--- src/rtl/set_controller.sv ---
// Clock-setting controller: debounced mode/up/down buttons drive
// the field-select FSM, auto-repeat strobes, idle exit and blink.
module debounce_stage #(
  parameter int DB_CYCLES = 4
) (
  input  logic clk,
  input  logic rst_n,
  input  logic raw,
  output logic press,
  output logic held
);
  localparam int DW =
    (DB_CYCLES > 1) ? $clog2(DB_CYCLES) : 1;

  logic [1:0]    sync;
  logic [DW-1:0] cnt;
  logic          level;

  always_ff @(posedge clk or negedge rst_n) begin
    if (!rst_n) begin
      sync  <= '0;
      cnt   <= '0;
      level <= 1'b0;
      held  <= 1'b0;
      press <= 1'b0;
    end else begin
      sync <= {sync[0], raw};
      if (sync[1] == level) begin
        cnt <= '0;
      end else if (cnt == DW'(DB_CYCLES - 1)) begin
        level <= sync[1];
        cnt   <= '0;
      end else begin
        cnt <= cnt + DW'(1);
      end
      // held is the delayed level, so it rises with press
      held  <= level;
      press <= level & ~held;
    end
  end
endmodule

module set_controller #(
  parameter int DB_CYCLES     = 4,
  parameter int HOLD_CYCLES   = 8,
  parameter int REPEAT_CYCLES = 4,
  parameter int IDLE_TIMEOUT  = 64,
  parameter int BLINK_CYCLES  = 16
) (
  input  logic clk,
  input  logic rst_n,
  input  logic btn_mode,
  input  logic btn_up,
  input  logic btn_down,
  output logic set_hour,
  output logic set_min,
  output logic set_sec,
  output logic up,
  output logic down,
  output logic blink
);
  localparam logic [1:0] NORMAL   = 2'd0;
  localparam logic [1:0] SET_HOUR = 2'd1;
  localparam logic [1:0] SET_MIN  = 2'd2;
  localparam logic [1:0] SET_SEC  = 2'd3;

  localparam int RMAX =
    (HOLD_CYCLES > REPEAT_CYCLES) ?
    HOLD_CYCLES : REPEAT_CYCLES;
  localparam int RW =
    (RMAX > 1) ? $clog2(RMAX) : 1;
  localparam int IW =
    (IDLE_TIMEOUT > 1) ? $clog2(IDLE_TIMEOUT) : 1;
  localparam int BW =
    (BLINK_CYCLES > 1) ? $clog2(BLINK_CYCLES) : 1;

  logic pm, pu, pd;
  logic hm, hu, hd;

  debounce_stage #(.DB_CYCLES(DB_CYCLES)) u_db_mode (
    .clk(clk), .rst_n(rst_n), .raw(btn_mode),
    .press(pm), .held(hm)
  );
  debounce_stage #(.DB_CYCLES(DB_CYCLES)) u_db_up (
    .clk(clk), .rst_n(rst_n), .raw(btn_up),
    .press(pu), .held(hu)
  );
  debounce_stage #(.DB_CYCLES(DB_CYCLES)) u_db_dn (
    .clk(clk), .rst_n(rst_n), .raw(btn_down),
    .press(pd), .held(hd)
  );

  logic [1:0]    state, state_n;
  logic          act_up, act_up_n;
  logic          act_dn, act_dn_n;
  logic [RW-1:0] rep_cnt, rep_n, rep_lim;
  logic          rep_ph, ph_n;
  logic [IW-1:0] idle, idle_n;
  logic [BW-1:0] bcnt, bcnt_n;
  logic          blink_n;
  logic          fire_up, fire_dn;
  logic          in_set, both, go_idle;
  logic          new_up, new_dn, rpt_up, rpt_dn;

  always_comb begin
    in_set  = (state != NORMAL);
    both    = hu & hd;
    go_idle = !in_set || pm || both;
    new_up  = !go_idle && pu;
    new_dn  = !go_idle && pd && !pu;
    rpt_up  = !go_idle && !pu && !pd
              && act_up && hu;
    rpt_dn  = !go_idle && !pu && !pd
              && act_dn && hd && !act_up;
    rep_lim = rep_ph ? RW'(REPEAT_CYCLES - 1)
                     : RW'(HOLD_CYCLES - 1);

    state_n  = state;
    fire_up  = 1'b0;
    fire_dn  = 1'b0;
    act_up_n = 1'b0;
    act_dn_n = 1'b0;
    rep_n    = '0;
    ph_n     = 1'b0;
    idle_n   = '0;
    blink_n  = blink;
    bcnt_n   = bcnt;

    unique case (1'b1)
      go_idle: ;
      new_up: begin
        fire_up  = 1'b1;
        act_up_n = 1'b1;
      end
      new_dn: begin
        fire_dn  = 1'b1;
        act_dn_n = 1'b1;
      end
      rpt_up: begin
        act_up_n = 1'b1;
        ph_n     = rep_ph;
        if (rep_cnt == rep_lim) begin
          fire_up = 1'b1;
          ph_n    = 1'b1;
        end else begin
          rep_n = rep_cnt + RW'(1);
        end
      end
      rpt_dn: begin
        act_dn_n = 1'b1;
        ph_n     = rep_ph;
        if (rep_cnt == rep_lim) begin
          fire_dn = 1'b1;
          ph_n    = 1'b1;
        end else begin
          rep_n = rep_cnt + RW'(1);
        end
      end
      default: ;
    endcase

    if (pm) begin
      case (state)
        NORMAL:   state_n = SET_HOUR;
        SET_HOUR: state_n = SET_MIN;
        SET_MIN:  state_n = SET_SEC;
        default:  state_n = NORMAL;
      endcase
    end else if (in_set && !(pu | pd | hu | hd)) begin
      if (idle == IW'(IDLE_TIMEOUT - 1))
        state_n = NORMAL;
      else
        idle_n = idle + IW'(1);
    end

    if (state_n == NORMAL) begin
      blink_n = 1'b0;
      bcnt_n  = '0;
    end else if (state_n != state || fire_up || fire_dn) begin
      blink_n = 1'b1;
      bcnt_n  = '0;
    end else if (bcnt == BW'(BLINK_CYCLES - 1)) begin
      blink_n = ~blink;
      bcnt_n  = '0;
    end else begin
      bcnt_n = bcnt + BW'(1);
    end
  end

  always_ff @(posedge clk or negedge rst_n) begin
    if (!rst_n) begin
      state    <= NORMAL;
      act_up   <= 1'b0;
      act_dn   <= 1'b0;
      rep_cnt  <= '0;
      rep_ph   <= 1'b0;
      idle     <= '0;
      bcnt     <= '0;
      blink    <= 1'b0;
      up       <= 1'b0;
      down     <= 1'b0;
      set_hour <= 1'b0;
      set_min  <= 1'b0;
      set_sec  <= 1'b0;
    end else begin
      state    <= state_n;
      act_up   <= act_up_n;
      act_dn   <= act_dn_n;
      rep_cnt  <= rep_n;
      rep_ph   <= ph_n;
      idle     <= idle_n;
      bcnt     <= bcnt_n;
      blink    <= blink_n;
      up       <= fire_up;
      down     <= fire_dn;
      set_hour <= (state_n == SET_HOUR);
      set_min  <= (state_n == SET_MIN);
      set_sec  <= (state_n == SET_SEC);
    end
  end

  logic unused_hm;
  assign unused_hm = hm;
endmodule

--- config.mk ---
export PLATFORM = sky130hd
export DESIGN_NAME = set_controller
export DESIGN_NICKNAME = d
export VERILOG_FILES = /design/src/rtl/set_controller.sv
export SDC_FILE = /design/constraint.sdc
export NUM_CORES = 1
export LEC_CHECK = 0
export ABC_AREA = 1
export BUFFER_PORTS_ARGS = -buffer_cell sky130_fd_sc_hd__buf_2
export CORE_ASPECT_RATIO = 0.7
export CORE_MARGIN = 3
export CORE_UTILIZATION = 53
export CTS_CLUSTER_SIZE = 12
export DETAILED_ROUTE_END_ITERATION = 7
export HOLD_SLACK_MARGIN = 0.08
export PLACE_DENSITY = 0.77
export SLEW_MARGIN = 10
export SYNTH_ARGS = -nofsm -noshare
export SYNTH_HDL_FRONTEND = slang
export SYNTH_SLANG_ARGS = --single-unit
--- constraint.sdc ---
create_clock -name clk -period 1.47 [get_ports clk]
set_input_delay 0.2205 -clock clk [delete_from_list [all_inputs] [get_ports clk]]
set_output_delay 0.2205 -clock clk [all_outputs]
set_load 0.05 [all_outputs]
==> results by stage, run 1 <==
Status:
- The flow ran to the end, but the final reports show violations.
- The final reports fail on setup timing.

Cells and area:
- The most common cell after layout, fill and taps aside is dfrtp_1.
- The finished layout holds 260 standard cells, fillers aside.
- In the layout the commonest cells are dfrtp_1 (45), inv_1 (24), nor2_1 (23).
- After the last flow step, the layout net total stands at about 230.
- For this run, the share of the core covered by cells in the final layout is a little over two thirds.
- In the final layout, the share of cells above drive strength 1 is 30.52%.
- From synthesis to final layout, the design area changed by 20.84%.
- 0 antenna diodes ended up in the layout.

Die:
- The floorplan step set the die width to 77.51 um.
- The die outline area is 4344 sq um.
- The die height is approximately 56 um.
- For this configuration, the core starts out at a cell density of roughly 58%.
- The floorplan step defined a core boundary enclosing between 3000 and 4000 sq um.
- In this run the count of I/O pins placed on the die edge is 11.
- The placement row count is 17.

Power:
- The post-route total power is 4.471 mW.
- The worst-case IR drop observed on VDD is 0.0009938 V.
- The power density over the cells is 1951 nW/um^2.
- Summed over all cells, the static leakage comes to 1.186 nW.

Clocking:
- The clock-pin slew on the worst setup and hold paths is 80 ps.
- The number of buffers inserted during clock tree synthesis is 5.
- The buffer levels on the longest clock path is 2.
- The later pin in the worst-skew pair is clocked with a latency of 290 ps.
- CTS built an H-tree with a depth of 2.
- The clock tree from TritonCTS is yes.
- The TritonCTS sink count is 45.
- The root cell of the clock tree is clkbuf_8.

Timing:
- Setup repair after global routing could not meet its margin everywhere.
- The total negative slack is -106.1 ps.
- For the finished layout, the period the worst path requires is 1507 ps.
- The actual slew at the worst max-slew pin is between 500 and 600 ps.
- After layout, the worst path uses 102.5% of the clock period.
- The final setup violation count is 4.
- The post-layout worst setup margin is -37.06 ps.
- Headroom to the max-slew limit came out at around 63%.
- Based on the critical path, the design can be clocked at up to 0.6635 GHz.
- The maximum clock skew at final layout is approximately 8.8 ps.
- The number of hold violations in the final report came to 0.
- The final count of pins violating max slew is 0.

Setup path:
- The sort of element at the end of the critical path is a flip-flop.
- Counting both buffers and inverters, the worst setup path holds a total of 1.
- The slowest stage of the critical path is the dfrtp_1 cell.
- The worst setup path is launched from a flip-flop.
- In this run the number of cells on the critical path is 10.
- The delay of the slowest cell on the worst path is 380 ps.
- Walking the worst path, the cells encountered are inv_2 > ha_4 > nor2_4 > nand3_2 > a21oi_2 > nand2_2 > nand3_2 > nor2_4 > nand3_2 > nor2_1.
- The worst reg2reg path endpoint is bcnt[2].
- Setup slack on the worst reg-to-reg path comes out at -40 ps.
- The maximum fanout encountered on the critical timing path is 4.
- The cell family with the largest share of critical-path delay is simple AND/OR/NAND/NOR gates.
- STA puts the critical path data required time at 1650 ps.
- The depth of the worst register-to-register path is 10.
- The most numerous cell type found on the critical path is nand3_2.
- The arrival time of data at the critical path endpoint is 1690 ps.
- The critical path class is reg -> reg.
- The reg-to-reg critical path startpoint is state[1].

Synth:
- After technology mapping, the gate count stands at approximately 180.
- The synthesized area per cell is ~10 sq um.
- The number of synthesized register bits is 45.
- The sequential fraction of the synthesis area is around 59%.
- The synthesized netlist occupies a cell area of approximately 1900 sq um.
- The distinct cell type count of the synthesized netlist is 27.
- The number of warnings issued by yosys is 0.
- The net count of the mapped netlist is 194.

Drt:
- The first-iteration detailed-routing DRC count is a little under 50.
- The final routed DRC violation total is 0.
- Summed over all layers, the routed wires come to 3193 um.
- The number of routed nets with antenna violations is 0.
- The number of vias in the routed layout is between 1000 and 1500.
- Using the TritonRoute via totals, the vias-per-cell ratio works out to 4.742.
- The number of iterations in the first detailed-routing pass is 4.
- After detailed routing, the average wire length per cell comes to 12.28 um.

Placement:
- Buffers placed on the I/O ports in this run total 10.
- The final RePlAce weighted congestion is 0.7254.
- The placed wire-length estimate is 2211 um.
- Timing analysis after detailed placement gives a worst setup slack of -121.9 ps.
- Counting tap cells, the placed design contains a total of 243 instances.

Min path:
- The class of the tightest hold or removal check is reg -> reg.
- The end point of the most critical hold path is u_db_up.sync[1].
- The cell depth of the worst hold path is 0.
- The worst hold path begins at u_db_up.sync[0].

Global routing:
- The number of antenna violations at the first check in global routing is 0.
- The global-route congestion overflow total is 0.
- The first-pass GRT wire length is 5575 um.
- The number of global-route vias before repair is 1251.
- Global routing used 16.23% of the available tracks.
- The pin count of the biggest net entering global routing is 46.

Run:
- Max-cap violations in this run came to 0.
cells in the mapped netlist:
library cell | number | area [sq um]
a211o_1 | 1 | 8.760
a211oi_1 | 1 | 7.510
a21oi_1 | 2 | 10.01
a21oi_2 | 1 | 8.760
and3b_1 | 1 | 8.760
dfrtp_1 | 45 | 1126
ha_1 | 8 | 100.1
inv_1 | 28 | 105.1
inv_2 | 1 | 3.750
nand2_1 | 16 | 60.06
nand2_2 | 9 | 56.30
nand2_4 | 2 | 22.52
nand3_1 | 9 | 45.04
nand3_2 | 4 | 40.04
nand3b_1 | 1 | 7.510
nand4_1 | 2 | 12.51
nor2_1 | 25 | 93.84
nor2_2 | 3 | 18.77
nor2_4 | 2 | 22.52
nor3_1 | 3 | 15.01
nor3b_1 | 1 | 7.510
o21ai_0 | 4 | 20.02
o21ai_1 | 1 | 5.000
or2_1 | 1 | 6.260
or2_2 | 1 | 6.260
xnor2_1 | 6 | 52.55
xor2_1 | 3 | 26.28
logic make-up (layout without fill, tap and decap cells):
logic type                 after synthesis  count (layout)  synth area share, %
and+or+nand+nor                         80              80                22.30
DFF                                     45              45                59.37
buffers and inverters                   29              61                5.739
AOI/OAI and AO/OA                       10              10                3.166
xor gates and xnor gates                 9               9                4.156
adders and majority gates                8               8                5.277
registers in the layout (all words and copies together), names as in the netlist, 2 cells and up:
signal,cells
u_db_dn.cnt,2
u_db_mode.cnt,2
bcnt,4
u_db_up.cnt,2
state,2
u_db_dn.sync,2
rep_cnt,3
u_db_up.sync,2
idle,6
u_db_mode.sync,2
per-stage QoR:
stage	area, sq um	hold slack, ps
2_1_floorplan	1899	-75.09
3_3_place_gp	2046	316.5
3_5_place_dp	2046	327.5
4_1_cts	2217	354.5
5_1_grt	2292	363.7
6_report	2292	351.9
how the worst max path moves through the flow:
| stage | startpoint | to | slack, ps |
|---|---|---|---|
| floorplan | state[0] | blink | 40 |
| global placement | state[0] | bcnt[0] | -10 |
| detailed placement | state[0] | rep_cnt[0] | -120 |
| CTS | state[0] | blink | -10 |
| global route | state[0] | blink | -140 |
| finish | state[1] | bcnt[2] | -40 |
power by group:
| part | internal [mW] | switching [mW] | leakage [nW] | total, mW |
|---|---|---|---|---|
| Combinational | 0.729 | 1.17 | 0.547 | 1.89 |
| Clock | 0.381 | 0.398 | 0.0512 | 0.779 |
| Sequential | 1.56 | 0.237 | 0.587 | 1.80 |
final cells by class:
cell class | count | area, sq um
Clock buffer | 6 | 82.58
Fill cell | 253 | 983.4
Tap cell | 47 | 58.81
Inverter | 29 | 108.9
Timing Repair Buffer | 24 | 168.9
Sequential cell | 45 | 1126
Multi-Input combinational cell | 107 | 733.2
Clock inverter | 2 | 13.76
metal layers:
metal / share of wire [%] / wire [um] / vias to the layer above / global-route usage (%)
met3: 3.0 / 96 / 9 / 5.016
met2: 48 / 1543 / 16 / 26.45
li1: - / - / 623 / -
met1: 47 / 1488 / 585 / 20.15
met4: 2.0 / 64 / 0 / 6.599
met5: 0 / 0 / - / 0
repair_timing:
item,CTS,global route
gates cloned,0,0
pin swaps,1,5
endpoints found under the hold margin,48,0
endpoints found under the setup margin,7,8
setup buffers,1,4
hold buffers,4,0
gates resized for setup,6,12
No activity file was read; power rests on OpenSTA's default activity.
==> run 2: changes to the inputs <==
- BUFFER_PORTS_ARGS: -buffer_cell sky130_fd_sc_hd__buf_2 -> not set
- CORE_UTILIZATION: 53 -> 55
- DONT_BUFFER_PORTS: not set -> 1
- PLACE_DENSITY: 0.77 -> 0.76
==> results by stage, run 2 (synthesized netlist as in run 1, its figures left out) <==
Setup path:
- The arrival time of data at the critical path endpoint is 1740 ps (+50 ps).
- The cell type with the highest occurrence count on the critical path is nand2_4.
- The buffer and inverter count on the worst path is 3 (+2).
- The required time at the worst-slack endpoint is 1700 ps (+50 ps).
- The setup path with the least slack is of type reg -> reg.
- The sort of element at the end of the critical path is a flip-flop.
- The worst setup path is launched from a flip-flop.
- The standard cell with the maximum stage delay on the critical path is dfrtp_1.
- The maximum fanout encountered on the critical timing path is 4 (unchanged).
- The delay of the slowest cell on the worst path is 390 ps (about the same).
- The cell family with the largest share of critical-path delay is simple AND/OR/NAND/NOR gates.
- The signal on the critical path passes through inv_2 > ha_4 > inv_1 > nand2_1 > nor2_2 > nand2_2 > nand2_2 > nand2_4 > nand2_4 > nand2_4 > nand3_1 > nand2_1 > inv_1.

Cells and area:
- The most common cell after layout, fill and taps aside is dfrtp_1.
- In the final layout, the registers with the most flip-flops are idle: 6 flops, bcnt: 4 flops, rep_cnt: 3 flops.
- The flip-flop count of the largest register, all copies and words added is 6 (unchanged).
- The number of antenna cells inserted is 0 (unchanged).
- The utilization after layout is 70.16% (+0.19 points).
- Leaving out fill and tap cells, the most frequent cells in the layout are dfrtp_1 (45), inv_1 (23), nor2_1 (22).
- Compared with the post-synthesis result, the final layout area differs by 19.59%.
- The register name with the most flops is idle.
- The layout cell share with drive strength beyond 1 is 28.50% (-2.0 points).
- The final-stage net count came to 219 (-2.7%).

Die:
- The floorplan die width is 76.19 um (-1.7%).
- The area of the core is 3233 sq um (-1.3%).
- The placement row count is 17 (unchanged).
- The number of ports placed on the die boundary was 11 (unchanged).
- The die height came to 55.14 um (-1.6%).
- The die outline area is 4201 sq um (-3.3%).
- The initial core utilization is 58.67% (+0.76 points).

Clocking:
- The buffer levels on the longest clock path came to 2 (unchanged).
- The TritonCTS sink count is 45 (unchanged).
- The number of buffers inserted during clock tree synthesis is 5 (unchanged).
- The clock latency on the worst-skew pair is 300 ps (about the same).
- The clock-pin slew on the worst setup and hold paths is 80 ps (about the same).
- The clock tree from TritonCTS is yes.
- The count of H-tree levels built during CTS is 2 (unchanged).
- CTS placed an instance of clkbuf_8 at the clock tree root.

Timing:
- The clock period minus final worst setup slack came to 1510 ps (+3.170 ps).
- The final count of pins violating max slew is 0 (unchanged).
- The total negative slack came to -82.39 ps (+23.67 ps).
- Setup repair after global routing could not meet its margin everywhere.
- The highest clock frequency the design can meet is 0.6622 GHz (-0.21%).
- The actual slew at the worst max-slew pin is 445.2 ps (-104.5 ps).
- The maximum clock skew at final layout is 8.303 ps (-0.5086 ps).
- The post-layout worst setup margin is -40.23 ps (-3.170 ps).
- The final setup violation count is 4 (unchanged).
- The number of hold violations in the final report is 0 (unchanged).
- The worst slew margin relative to its limit came to 70.34% (+7.0 points).
- The final critical-path share of the clock period is 102.7% (+0.22 points).

Status:
- The flow ran to the end, but the final reports show violations.
- The final reports fail on setup timing.

Drt:
- The number of iterations in the first detailed-routing pass was 4 (unchanged).
- The via-per-instance ratio is 4.913 (+3.6%).
- The first-iteration detailed-routing DRC count came to 37 (-24%).
- The final routed wire length divided by cell count is 11.91 um (-3.0%).
- The final routed DRC violation total is 0 (unchanged).
- The number of vias in the routed layout is 1248 (+1.2%).
- The number of routed nets with antenna violations is 0 (unchanged).
- The total detailed-routing wirelength was 3025 um (-5.3%).

Placement:
- The final RePlAce weighted congestion is 0.7947 (+9.6%).
- The count of port buffers added during placement is 0 (-10).
- The placed wire-length estimate is 2027 um (-8.3%).

Global routing:
- The global routing usage summed across all routing layers is 15.56% (-0.67 points).
- The first-pass GRT wire length is 4926 um (-12%).
- The global-route congestion overflow total is 0 (unchanged).
- The number of global-route vias before repair was 1186 (-5.2%).
- The number of antenna violations at the first check in global routing came to 0 (unchanged).
- The pin count of the biggest net entering global routing is 46 (unchanged).

Power:
- The power density over the cells is 1976 nW/um^2 (+1.3%).
- The worst ir drop on vdd was 0.0009209 V (-7.3%).
- The post-route total power is 4.482 mW (+0.24%).
- The leakage power is 1.159 nW (-2.3%).

Min path:
- The class of the tightest hold or removal check is reg -> reg.

Run:
- The count of maximum capacitance violations came to 0 (unchanged).
[run 2: stage by stage]
step | setup WS (ps) | cell area, sq um | instances | hold WS [ps]
6_report | -40.23 | 2268 | 254 | 353.0
5_1_grt | -154.9 | 2268 | 254 | 367.9
4_1_cts | 0.5828 | 2202 | 251 | 354.4
3_5_place_dp | -64.74 | 2026 | 237 | -74.07
3_3_place_gp | -7.472 | 2026 | 237 | -73.90
2_1_floorplan | 36.62 | 1899 | 181 | -75.09
[run 2: layout make-up]
class / count / area (sq um)
sequential: 45 / 1126
clock buffer: 5 / 68.82
inverter: 29 / 108.9
tap: 47 / 58.81
fill: 259 / 964.7
timing repair buffer: 18 / 161.4
multi-input combinational: 107 / 721.9
clock inverter: 3 / 22.52
[run 2: worst paths after layout]
check | from | endpoint | slack (ps) | depth (start not counted)
max | state[1] | blink | -40 | 13
min in group asynchronous | rst_n | state[1] | 380 | 2
max reg2reg | state[1] | blink | -40 | 13
min | u_db_up.sync[0] | u_db_up.sync[1] | 350 | 0
max in group asynchronous | rst_n | u_db_up.level | 880 | 2
min reg2reg | u_db_up.sync[0] | u_db_up.sync[1] | 350 | 0
[run 2: per-layer routing]
layer	vias to the layer above	global-route usage [%]	wire length, um
met5	-	0	0
met4	0	8.434	75
met3	10	5.340	140
met2	23	27.50	1493
met1	604	17.45	1316
li1	611	-	-
[run 2: repair_timing]
action	in CTS	in global routing
endpoints found under the setup margin	9	11
hold buffers	5	0
buffers inserted	1	3
hold endpoints to repair	48	0
gates resized for setup	4	14
pin swaps	1	4
[run 2: power by group]
part	internal (mW)	total (mW)	leakage [nW]	switching, mW
combinational	0.761	1.79	0.523	1.03
sequential	1.56	1.93	0.587	0.375
clock	0.337	0.756	0.0481	0.418
==> run 3: changes to the inputs <==
- PLACE_DENSITY: 0.76 -> 0.71
- TNS_END_PERCENT: not set -> 1
==> results by stage, run 3 (synthesized netlist as in run 1, its figures left out) <==
Drt:
- The number of routed nets with antenna violations is 0 (unchanged).
- The total detailed-routing wirelength is 2990 um (-1.2%).
- The final routed DRC violation total is 0 (unchanged).
- The number of vias in the routed layout is 1229 (-1.5%).
- The final routed wire length divided by cell count was 11.63 um (-2.3%).
- The via-per-instance ratio is 4.782 (-2.7%).
- The number of iterations in the first detailed-routing pass is 4 (unchanged).
- The first-iteration detailed-routing DRC count is 49 (+32%).

Placement:
- The pre-CTS setup slack is -58.78 ps (+5.962 ps).
- The post-placement cell area came to 2048 sq um (+1.1%).
- The placed wire-length estimate is 2108 um (+4.0%).
- The instance count after placement with tap cells included is 240 (+1.3%).
- The final RePlAce weighted congestion came to 0.7584 (-4.6%).
- The count of port buffers added during placement is 0 (unchanged).

Timing:
- The final-layout worst hold slack came to 356.6 ps (+3.581 ps).
- Setup repair after global routing could not meet its margin everywhere.
- The worst slew margin relative to its limit came to 69.96% (-0.38 points).
- The final critical-path share of the clock period was 101.5% (-1.2 points).
- The final setup violation count is 3 (-1).
- The total negative slack is -43.14 ps (+39.25 ps).
- The clock period minus final worst setup slack was 1492 ps (-18.12 ps).
- The final count of pins violating max slew is 0 (unchanged).
- The number of hold violations in the final report was 0 (unchanged).
- The highest clock frequency the design can meet is 0.6702 GHz (+1.2%).
- The maximum clock skew at final layout is 4.164 ps (-4.139 ps).
- The actual slew at the worst max-slew pin is 450.9 ps (+5.688 ps).
- The post-layout worst setup margin is -22.11 ps (+18.12 ps).

Setup path:
- Grouping stages by cell kind, the critical path spends the most delay in simple AND/OR/NAND/NOR gates.
- The required time at the worst-slack endpoint is 1660 ps (-40 ps).
- The sort of element at the end of the critical path is a flip-flop.
- The maximum fanout encountered on the critical timing path is 3 (-1).
- The worst setup path is launched from a flip-flop.
- The standard cell with the maximum stage delay on the critical path is dfrtp_1.
- The buffer and inverter count on the worst path came to 3 (unchanged).
- The critical path goes through inv_2 > ha_4 > inv_1 > nand2_1 > nor2_2 > nand2_2 > nand2_2 > nand2_4 > inv_1 > nand2_2 > nand3_2 > nor2_1.
- The worst setup path is of the reg -> reg kind.
- The delay of the slowest cell on the worst path is 390 ps (about the same).
- The arrival time of data at the critical path endpoint is 1680 ps (-60 ps).
- The cell type with the highest occurrence count on the critical path is nand2_2.

Run:
- The count of maximum capacitance violations is 0 (unchanged).

Global routing:
- The first-pass GRT wire length is 5154 um (+4.6%).
- The number of antenna violations at the first check in global routing is 0 (unchanged).
- The pin count of the biggest net entering global routing is 46 (unchanged).
- The global-route congestion overflow total came to 0 (unchanged).
- The number of global-route vias before repair is 1203 (+1.4%).
- The global routing usage summed across all routing layers is 16.22% (+0.66 points).

Power:
- The post-route total power was 4.572 mW (+2.0%).
- The power density over the cells is 1991 nW/um^2 (+0.78%).
- The worst ir drop on vdd is 0.001094 V (+19%).
- The leakage power is 1.176 nW (+1.5%).

Clocking:
- The count of H-tree levels built during CTS is 2 (unchanged).
- The buffer levels on the longest clock path was 2 (unchanged).
- The clock latency on the worst-skew pair was 300 ps (about the same).
- The clock-pin slew on the worst setup and hold paths is 80 ps (about the same).
- The root cell of the clock tree is clkbuf_8.
- The number of buffers inserted during clock tree synthesis is 5 (unchanged).
- The TritonCTS sink count is 45 (unchanged).
- The clock tree from TritonCTS is yes.

Die:
- The die outline area was 4201 sq um (unchanged).
- The number of ports placed on the die boundary is 11 (unchanged).
- The placement row count is 17 (unchanged).
- The die height is 55.14 um (unchanged).
- The initial core utilization is 58.67% (unchanged).
- The floorplan die width is 76.19 um (unchanged).
- The area of the core came to 3233 sq um (unchanged).

Cells and area:
- The library cells used most frequently in the layout, excluding fill and tap cells, are dfrtp_1 (45), inv_1 (25), nor2_1 (24).
- The count of non-filler cells in the finished layout came to 257 (+1.2%).
- The flip-flop count of the largest register, all copies and words added came to 6 (unchanged).
- The register name with the most flops is idle.
- The final-stage net count is 222 (+1.4%).
- The utilization after layout is 71.01% (+0.85 points).
- The layout cell share with drive strength beyond 1 is 27.62% (-0.88 points).
- The growth of design area from synthesis to finish is 21.04%.
- The largest registers in the layout are idle: 6 flops, bcnt: 4 flops, rep_cnt: 3 flops.
- The number of antenna cells inserted is 0 (unchanged).
- The area of all placed cells without fillers is 2296 sq um (+1.2%).
- Leaving out fill and tap cells, the most frequent cell in the layout is dfrtp_1.

Status:
- The run finished, with violations left.
- The final reports fail on setup timing.

Min path:
- The class of the tightest hold or removal check is reg -> reg.
==> run 3: changes by cell type in the layout (fill, tap and decap cells not counted), sizes merged <==
cell,previous run,this run
bufinv,0,1
inv,29,30
clkinv,3,1
buf,14,17
==> run 3: worst paths after layout <==
| kind | startpoint | endpoint | slack (ps) | depth (start not counted) |
|---|---|---|---|---|
| hold / removal | u_db_up.sync[0] | u_db_up.sync[1] | 360 | 0 |
| max in group asynchronous | rst_n | u_db_mode.level | 880 | 2 |
| setup reg to reg | state[1] | bcnt[2] | -20 | 12 |
| setup / recovery | state[1] | bcnt[2] | -20 | 12 |
| hold reg to reg | u_db_up.sync[0] | u_db_up.sync[1] | 360 | 0 |
| min in group asynchronous | rst_n | idle[4] | 380 | 2 |
==> run 3: layout make-up <==
cell class / count / area [sq um]
clock buffer: 5 / 68.82
tap: 47 / 58.81
timing repair buffer: 21 / 180.2
multi-input combinational: 107 / 703.2
inverter: 29 / 108.9
fill: 231 / 937.1
sequential: 45 / 1126
clock inverter: 3 / 50.05
==> run 3: worst reg2reg max path: stages, from the launching register on <==
cell     delay [ps]
dfrtp_1         390
inv_2            70
ha_4            180
inv_1            60
nand2_1          50
nor2_2          130
nand2_2          90
nand2_2          80
nand2_4          60
inv_1            80
nand2_2          80
nand3_2         100
nor2_1           40
==> run 3: where the power goes <==
group / leakage, nW / switching, mW / internal [mW]
registers: 0.587 / 0.369 / 1.56
logic: 0.528 / 0.951 / 0.740
clock network: 0.0603 / 0.432 / 0.520
==> run 3: routing by layer <==
layer | wire (um) | track usage (%) | up-vias
met5 | 0 | 0 | -
met4 | 34 | 6.928 | 0
met3 | 102 | 5.502 | 5
met2 | 1499 | 29.56 | 12
met1 | 1354 | 18.25 | 590
li1 | - | - | 622
==> run 3: what timing repair did <==
item	CTS	global route
buffers inserted	1	3
endpoints found under the setup margin	7	10
hold buffers	5	0
pin swaps	2	4
hold endpoints to repair	48	0
resized for setup	5	5
